[src/rtl/simon_round_engine.sv]
// simon_round_engine: Simon 128/256 block datapath with a 64-bit round-key table.
// Captures a stream of round keys, then runs one round per clock with valid/ready
// handshakes on the block input and output.
// Optional feature macro: SIMON_DECRYPT_EN adds the decrypt port and inverse rounds.
module simon_round_engine #(
  parameter int unsigned ROUNDS = 72
) (
  input  logic         clk,
  input  logic         res_n,
  input  logic         key_load,
  input  logic         rk_valid,
  input  logic [63:0]  rk,
  output logic         keys_ready,
  output logic         key_err,
  input  logic         in_valid,
  output logic         in_ready,
  input  logic [127:0] in_block,
`ifdef SIMON_DECRYPT_EN
  input  logic         decrypt,
`endif
  output logic         out_valid,
  input  logic         out_ready,
  output logic [127:0] out_block,
  output logic         busy
);

  localparam int unsigned CW = $clog2(ROUNDS + 1);
  localparam int unsigned IW = (ROUNDS > 1) ? $clog2(ROUNDS) : 1;
  localparam int unsigned WW = 64;

  typedef enum logic [1:0] {
    S_IDLE = 2'd0,
    S_RUN  = 2'd1,
    S_HOLD = 2'd2
  } state_e;

  state_e          state_q;
  state_e          state_d;

  logic [WW-1:0]   key_tab [ROUNDS];
  logic [CW-1:0]   wr_idx_q;
  logic [CW-1:0]   wr_idx_d;
  logic [CW-1:0]   idx_base;
  logic            rdy_base;
  logic            key_we;
  logic            keys_ready_d;
  logic            key_err_d;
  logic            is_idle;
  logic            load_c;

  logic [WW-1:0]   x_q;
  logic [WW-1:0]   y_q;
  logic [WW-1:0]   x_nxt;
  logic [WW-1:0]   y_nxt;
  logic [WW-1:0]   rk_sel;
  logic [CW-1:0]   rnd_q;
  logic            last_round;
  logic            accept;
`ifdef SIMON_DECRYPT_EN
  logic            dec_q;
  logic [CW-1:0]   rev_idx;
`endif

  // Simon mixing function on one 64-bit half
  function automatic logic [WW-1:0] simon_f(input logic [WW-1:0] v);
    logic [WW-1:0] r1;
    logic [WW-1:0] r2;
    logic [WW-1:0] r8;
    r1 = {v[WW-2:0], v[WW-1]};
    r2 = {v[WW-3:0], v[WW-1:WW-2]};
    r8 = {v[WW-9:0], v[WW-1:WW-8]};
    return (r1 & r8) ^ r2;
  endfunction

  assign is_idle    = (state_q == S_IDLE);
  assign load_c     = key_load & is_idle;
  assign accept     = is_idle & keys_ready & in_valid;
  assign last_round = (rnd_q == CW'(ROUNDS - 1));

  // Key capture bookkeeping: load restarts the index, a same-cycle word lands as k0
  always_comb begin
    idx_base     = load_c ? '0 : wr_idx_q;
    rdy_base     = load_c ? 1'b0 : keys_ready;
    key_we       = rk_valid & is_idle & (idx_base < CW'(ROUNDS));
    wr_idx_d     = key_we ? (idx_base + CW'(1)) : idx_base;
    keys_ready_d = rdy_base | (key_we & (idx_base == CW'(ROUNDS - 1)));
    key_err_d    = load_c ? 1'b0 : key_err;
    if (rk_valid && !is_idle) begin
      key_err_d = 1'b1;
    end
  end

  // Key index, ready and sticky error registers
  always_ff @(posedge clk or negedge res_n) begin
    if (!res_n) begin
      wr_idx_q   <= '0;
      keys_ready <= 1'b0;
      key_err    <= 1'b0;
    end else begin
      wr_idx_q   <= wr_idx_d;
      keys_ready <= keys_ready_d;
      key_err    <= key_err_d;
    end
  end

  // Round-key table; contents only meaningful once keys_ready is set
  always_ff @(posedge clk) begin
    if (key_we) begin
      key_tab[IW'(idx_base)] <= rk;
    end
  end

  // One Simon round on the current state, forward by default
  always_comb begin
    rk_sel = key_tab[IW'(rnd_q)];
    x_nxt  = y_q ^ simon_f(x_q) ^ rk_sel;
    y_nxt  = x_q;
`ifdef SIMON_DECRYPT_EN
    rev_idx = CW'(ROUNDS - 1) - rnd_q;
    if (dec_q) begin
      rk_sel = key_tab[IW'(rev_idx)];
      x_nxt  = y_q;
      y_nxt  = x_q ^ simon_f(y_q) ^ rk_sel;
    end
`endif
  end

  // FSM state register
  always_ff @(posedge clk or negedge res_n) begin
    if (!res_n) begin
      state_q <= S_IDLE;
    end else begin
      state_q <= state_d;
    end
  end

  // FSM next-state logic
  always_comb begin
    state_d = state_q;
    case (state_q)
      S_IDLE:  if (accept)     state_d = S_RUN;
      S_RUN:   if (last_round) state_d = S_HOLD;
      S_HOLD:  if (out_ready)  state_d = S_IDLE;
      default: state_d = S_IDLE;
    endcase
  end

  // FSM output decode
  always_comb begin
    in_ready  = 1'b0;
    out_valid = 1'b0;
    busy      = 1'b0;
    case (state_q)
      S_IDLE:  in_ready = keys_ready;
      S_RUN:   busy = 1'b1;
      S_HOLD: begin
        busy      = 1'b1;
        out_valid = 1'b1;
      end
      default: ;
    endcase
  end

  // Block state, round counter and result register
  always_ff @(posedge clk or negedge res_n) begin
    if (!res_n) begin
      x_q       <= '0;
      y_q       <= '0;
      rnd_q     <= '0;
      out_block <= '0;
`ifdef SIMON_DECRYPT_EN
      dec_q     <= 1'b0;
`endif
    end else begin
      case (state_q)
        S_IDLE: begin
          if (accept) begin
            x_q   <= in_block[127:64];
            y_q   <= in_block[63:0];
            rnd_q <= '0;
`ifdef SIMON_DECRYPT_EN
            dec_q <= decrypt;
`endif
          end
        end
        S_RUN: begin
          x_q   <= x_nxt;
          y_q   <= y_nxt;
          rnd_q <= rnd_q + CW'(1);
          if (last_round) begin
            out_block <= {x_nxt, y_nxt};
          end
        end
        default: ;
      endcase
    end
  end

endmodule

[config.mk]
export PLATFORM = sky130hd
export DESIGN_NAME = simon_round_engine
export DESIGN_NICKNAME = d
export VERILOG_FILES = /design/src/rtl/simon_round_engine.sv
export SDC_FILE = /design/constraint.sdc
export NUM_CORES = 2
export LEC_CHECK = 0
export ABC_CLOCK_PERIOD_IN_PS = 7300
export BUFFER_PORTS_ARGS = -buffer_cell sky130_fd_sc_hd__buf_2
export CAP_MARGIN = 40
export CORE_MARGIN = 2
export CORE_UTILIZATION = 61
export CTS_CLUSTER_DIAMETER = 80
export DETAILED_ROUTE_END_ITERATION = 6
export HOLD_SLACK_MARGIN = 0.15
export MAX_ROUTING_LAYER = met4
export PLACE_DENSITY = 0.78
export SYNTH_ARGS = -nofsm -noshare
export SYNTH_HDL_FRONTEND = slang
export SYNTH_MEMORY_MAX_BITS = 65536
export SYNTH_SLANG_ARGS = --single-unit
[constraint.sdc]
create_clock -name clk -period 7.3 [get_ports clk]
set_input_delay 1.095 -clock clk [delete_from_list [all_inputs] [get_ports clk]]
set_output_delay 1.095 -clock clk [all_outputs]
set_load 0.1 [all_outputs]
Word-level counts from Yosys, hierarchy flattened
Memory sizes are Yosys's and may differ from the RTL's.
Index checks and enable logic that the tools add are counted.
{"block": "classes", "shifts": 0, "n_addsub": 2, "n_mux": 20, "n_eq_ne": 7, "mul": 0, "div_mod_pow": 0, "n_reduce_logical": 9, "n_lt_le_gt_ge": 1, "n_bitwise": 11}
{"operator": "64-bit case mux with 2 select lines", "count": 2}
{"operator": "64-bit XOR", "count": 3}
{"operator": "64-bit two-way mux", "count": 2}
{"operator": "64-bit AND", "count": 1}
{"operator": "7-bit two-way mux", "count": 3}
{"operator": "7-bit by 1-bit adder with 7-bit output (second input constant)", "count": 2}
{"operator": "7-bit == test (second input constant)", "count": 2}
{"operator": "7-bit case mux with 2 select lines", "count": 1}
{"operator": "1-bit two-way mux", "count": 8}
{"operator": "7-bit < comparator (second input constant)", "count": 1}
{"operator": "1-bit AND", "count": 6}
{"operator": "2-bit two-way mux", "count": 3}
{"operator": "2-bit case mux with 3 select lines", "count": 1}
{"operator": "2-bit inequality test (second input constant)", "count": 2}
{"operator": "2-bit AND reduction", "count": 2}
{"operator": "2-bit nonzero test", "count": 2}
{"operator": "3-bit AND reduction", "count": 1}
{"operator": "2-bit by 1-bit == test with 1-bit output (second input constant)", "count": 1}
{"operator": "2-bit == test (second input constant)", "count": 1}
{"operator": "2-bit logical NOT", "count": 1}
{"operator": "2-bit by 1-bit inequality test with 1-bit output (second input constant)", "count": 1}
{"operator": "2-bit OR reduction", "count": 1}
{"operator": "1-bit logical AND", "count": 1}
{"operator": "1-bit logical NOT", "count": 1}
{"operator": "1-bit bitwise OR", "count": 1}
{"block": "totals", "latch_bits": 0, "romBits": 0, "mem_bits_rw": 4608, "memories": 1, "word_cells": 59, "output_inout_bits": 133, "register_bits": 274}
{"name": "key_tab", "depth": 72, "word_bits": 64, "rd": 1, "rd_ports_with_merged_regs": 0, "write_ports": 1, "line_no": "40", "source": "logic [WW-1:0] key_tab [ROUNDS];"}

Depth between registers and ports, before layout
{"block": "logic_depth", "ltp_word": 7, "ltp_mapped": 13}

Least setup slack after synthesis
No wires, ideal clock.
{"block": "synth_timing", "path_kind": "input to register", "from": "in rk_valid", "to": "mem key_tab[57][0], enable pin", "cell_stages": 6, "t_arrival_ns": 4.911, "path_slack_ns": 1.903, "setup_time_ns": 0.487, "path_cell_list": "nand2_1 > a31oi_1 > nand2_1 > or4_1 > clkbuf_1 > nor2_1"}
{"block": "synth_between", "elab_chain_cells": 4}
{"element": "from (decl)", "line_no": "11", "source": "input logic rk_valid,"}
{"element": "1-bit AND (2 in a row)", "line_no": "84", "source": "key_we = rk_valid & is_idle & (idx_base < CW'(ROUNDS));"}
{"element": "1-bit two-way mux", "line_no": "108", "source": "if (key_we) begin"}
{"element": "1-bit two-way mux (not written as such)", "line_no": "109", "source": "key_tab[IW'(idx_base)] <= rk;"}
{"element": "to (decl)", "line_no": "40"}
No other way between the ends.

Worst setup path after layout
{"block": "layout_timing", "from": "reg rnd_q[0]", "to": "reg x_q[33]"}
{"block": "layout_between", "elab_chain_cells": 3}
{"element": "from (decl)", "line_no": "56", "source": "logic [CW-1:0] rnd_q;"}
{"element": "from (signal assigned)", "line_no": "189", "source": "rnd_q <= rnd_q + CW'(1);"}
{"element": "memory 72 x 64 bit"}
{"element": "64-bit XOR", "line_no": "116", "source": "x_nxt = y_q ^ simon_f(x_q) ^ rk_sel;"}
{"element": "64-bit case mux with 2 select lines", "line_no": "175", "source": "case (state_q)"}
{"element": "to (signal assigned)", "line_no": "178", "source": "x_q <= in_block[127:64];"}
{"element": "to (signal assigned)", "line_no": "187", "source": "x_q <= x_nxt;"}
{"element": "to (decl)", "line_no": "51", "source": "logic [WW-1:0] x_q;"}
No other way between the ends.
A chain may end at the register's enable or synchronous reset.

==> summary.txt <==
Setup path
  • CP endpoint kind: flop
  • Critical path required time: roughly 8 ns
  • Reg-to-Reg End: x_q[33]
  • Crit. Startpoint: rnd_q[0]
  • Max Fanout on Critical Path: between 100 and 150
  • R2R cell count: 10
  • FF-to-FF Start: rnd_q[0]
  • R2r setup slk: 2.62 ns
  • Worst Path Arrival: around 5.5 ns
  • CP Launch Type: flop
  • Crit Path Category: flop to flop

Logic synthesis
  • Post-synth top area cell: edfxtp_1
  • Mapped Nets: between 9000 and 10000
  • Sequential-to-total area share from yosys stat: 75.73%
  • Mux contribution to synthesized area: 16.26%
  • EDFF count, synth: 4608
  • Top cells by count, synth: edfxtp_1 (4608), mux4_2 (1006), mux2i_1 (655), nand2_1 (390), a21oi_1 (373)
  • Yosys top cell area share: 72.15%
  • Synth Area in Adders: less than 1%
  • Mapped Cells: between 9000 and 10000
  • Area contributors post-synth: edfxtp_1 (72%), mux4_2 (12%), dfrtp_1 (3.6%)
  • Flops & latches, synth: ~5000
  • Largest family of logic cells by synthesized area: multiplexers
  • Simple-gate area share of the yosys netlist: about 1.8%
  • Mapped cell area: between 150000 and 200000 sq um
  • Mapped Avg Cell Area: just over 20 sq um
  • Post-synthesis compound-gate area fraction: approximately 3.5%
  • Yosys warning count: 0
  • Post-synth cell types: 57
  • Top_reg_cell synth: edfxtp_1
  • Synth Area in XOR/XNOR: less than 1%
  • Count leader, synth: edfxtp_1
  • Async set or reset register ratio after synthesis: between 5 and 6%

Layout
  • Sequential cell area: 145200 sq um
  • Area of the multi-input gates: between 40000 and 50000 sq um
  • Final Core Density: between 60% and 70%
  • Area added between synthesis and finish: 12.84%
  • Filler Cell Count: between 15000 and 20000
  • Ratio of cells with drive above 1 in the final layout: 25.79%
  • Post-layout nets: around 10000

Clocking
  • Postcts setup bufs: 0
  • Htree depth: 5
  • Worst skew pair latency: ~1.0 ns
  • Longest Clk Path Bufs: 4
  • CTS Hold Bufs: 0
  • Clock transition at the registers of the reported paths: approximately 0.070 ns
  • TritonCTS clock tree: yes
  • CTS buffer count: ~460
  • CTS sink cnt: roughly 5000
  • Root Driver: clkbuf_16
  • Post_cts resized: 0

Global route
  • Largest net degree at the start of global routing: 156
  • GRT Total Usage: a little over a third
  • Gr ovfl total: 0
  • Number of global-route vias before repair: around 100k
  • First-pass GRT wire length: 772400 microns
  • Initial antenna violation count: 44

STA
  • RSZ-0062 raised after global routing: no
  • Fmax: about 0.21 GHz
  • Worst Skew: approximately 0.11 ns
  • Post-layout min period: 4.681 ns
  • Period utilization: 64.13%
  • Pins Over Slew Limit: 0
  • Slew @ Worst Pin: 1.113 ns
  • Setup TNS: 0 ns
  • Final setup fails: 0
  • Max_slew headroom: roughly 26%
  • Fin. Hold Viols: 0

Placement
  • Final HPWL from detailed placement: about 300000 microns
  • Port bufs: 330
  • Global placement routability congestion: about 0.9

Power and ir drop
  • Internal power: 54000 uW
  • Sw Ratio: 31.45%
  • Comb pwr share: between 20% and 30%
  • Max VDD drop: approximately 0.32 mV
  • Reg power frac: approximately 40%
  • Clock power share: a little under a third
  • Leakage: 0.06996 uW
  • Power density over the cells: roughly 360 nW/um^2
  • Switching power: 24780 uW
  • Design Power: just under 80000 uW

Drt
  • # DRC: 2
  • WL final: between 500000 and 600000 microns
  • Met2 WL post-DR: around 250000 microns
  • Routed length on met1: around 180000 microns
  • First-pass DRT Iterations: 7
  • DRT iter0 DRCs: between 15000 and 20000
  • Via count: just over 100k
  • Met3 wire length: ~90000 microns
  • Routed len/inst: approximately 38 microns
  • Vias per cell: around 7
  • Top Layer Used: met4
  • Antenna-violating nets left: 0

Floorplanning
  • DIE HEIGHT: 564.7 microns
  • Initial Util: roughly 61%
  • Core area: 312400 sq um
  • Die area: around 320000 sq um
  • Number of I/O pins: ~330
  • # rows: a little over 200
  • Die extent in x: ~560 microns

Run
  • Max_cap viols: 0

Min path
  • HP Class: input pin to async pin

Status
  • Status: finished, violations left
  • Violated checks: design-rule violations
-- stage by stage --
step / hold slack, ns / setup WS, ns / instance area (sq um) / instances
after detailed placement: 0.4587 / 2.432 / 201200 / 13750
after floorplan: 0.4689 / 1.903 / 191800 / 9493
final: 0.2230 / 2.619 / 216400 / 14650
after global placement: 0.4528 / 1.740 / 199600 / 13660
after global routing: 0.2879 / 2.514 / 216400 / 14650
after CTS: 0.2059 / 2.702 / 216200 / 14600
-- cells by family (layout without fill, tap and decap cells) --
family,count (synthesis),count (layout)
XOR/XNOR,194,194
AO/OA/AOI/OAI,1073,1073
AND/OR/NAND/NOR,780,780
flip-flops,4882,4882
adder cells (fa/ha/maj),5,5
multiplexers,1836,1836
buffers and inverters,723,1703
other,0,38
-- registers in the layout, indices dropped and copies added, names as in the netlist --
name        flops
rnd_q           7
key_err         1
y_q            64
wr_idx_q        7
state_q         2
key_tab      4608
x_q            64
out_block     128
keys_ready      1
-- critical path, cell delays in order, from the launching register on --
cell	delay (ns)
dfrtp_4	0.78
buf_16	0.29
buf_12	0.51
mux4_2	0.41
mux2i_1	0.09
o21ai_0	0.86
a21oi_1	0.17
o41ai_1	0.57
buf_2	0.26
xor2_1	0.17
a21oi_1	0.08
-- layout by cell type, fill, tap and decap left out, types with 98 or more instances in the layout --
cell / n
edfxtp_1: 4608
mux4_2: 1006
mux2i_1: 655
clkbuf_16: 462
nand2_1: 387
a21oi_1: 372
buf_2: 346
dfrtp_1: 269
buf_4: 257
o21ai_0: 189
mux2_2: 175
xnor2_1: 139
o22ai_1: 124
inv_1: 111
clkinv_1: 98
clkbuf_1: 98
-- layout make-up --
| type | count | area share [%] |
|---|---|---|
| antenna | 38 | 0.04394 |
| inverter | 112 | 0.1943 |
| clock inverter | 278 | 1.344 |
| clock buffer | 573 | 5.590 |
| sequential | 4882 | 67.12 |
| multi-input combinational | 3888 | 20.33 |
| tap | 4140 | 2.394 |
| timing repair buffer | 740 | 2.984 |
-- layer usage --
metal,vias up,track usage [%]
met1,53180,46.34
li1,39980,-
met2,9145,51.99
met3,1580,12.19
met5,-,-
met4,0,14.84
-- how the worst max path moves through the flow --
stage,endpoint,slack [ns],depth (start not counted)
final,x_q[33],2.62,10
after global routing,x_q[60],2.51,11
after detailed placement,key_tab[49][24],2.43,7
after global placement,key_tab[5][56],1.74,6
after floorplan,key_tab[57][0],1.90,6
after CTS,x_q[60],2.70,11
-- power by group through the flow --
| stage | registers, uW | clock network [uW] | logic [uW] |
|---|---|---|---|
| 5_1_grt | 32200 | 25000 | 23500 |
| 3_3_place_gp | 32700 | 0 | 21000 |
| 6_report | 32200 | 24000 | 22700 |
| 3_5_place_dp | 32700 | 0 | 21700 |
| 2_1_floorplan | 32000 | 0 | 15200 |
| 4_1_cts | 32100 | 24000 | 22200 |
Power figures use the tool's default switching activity.
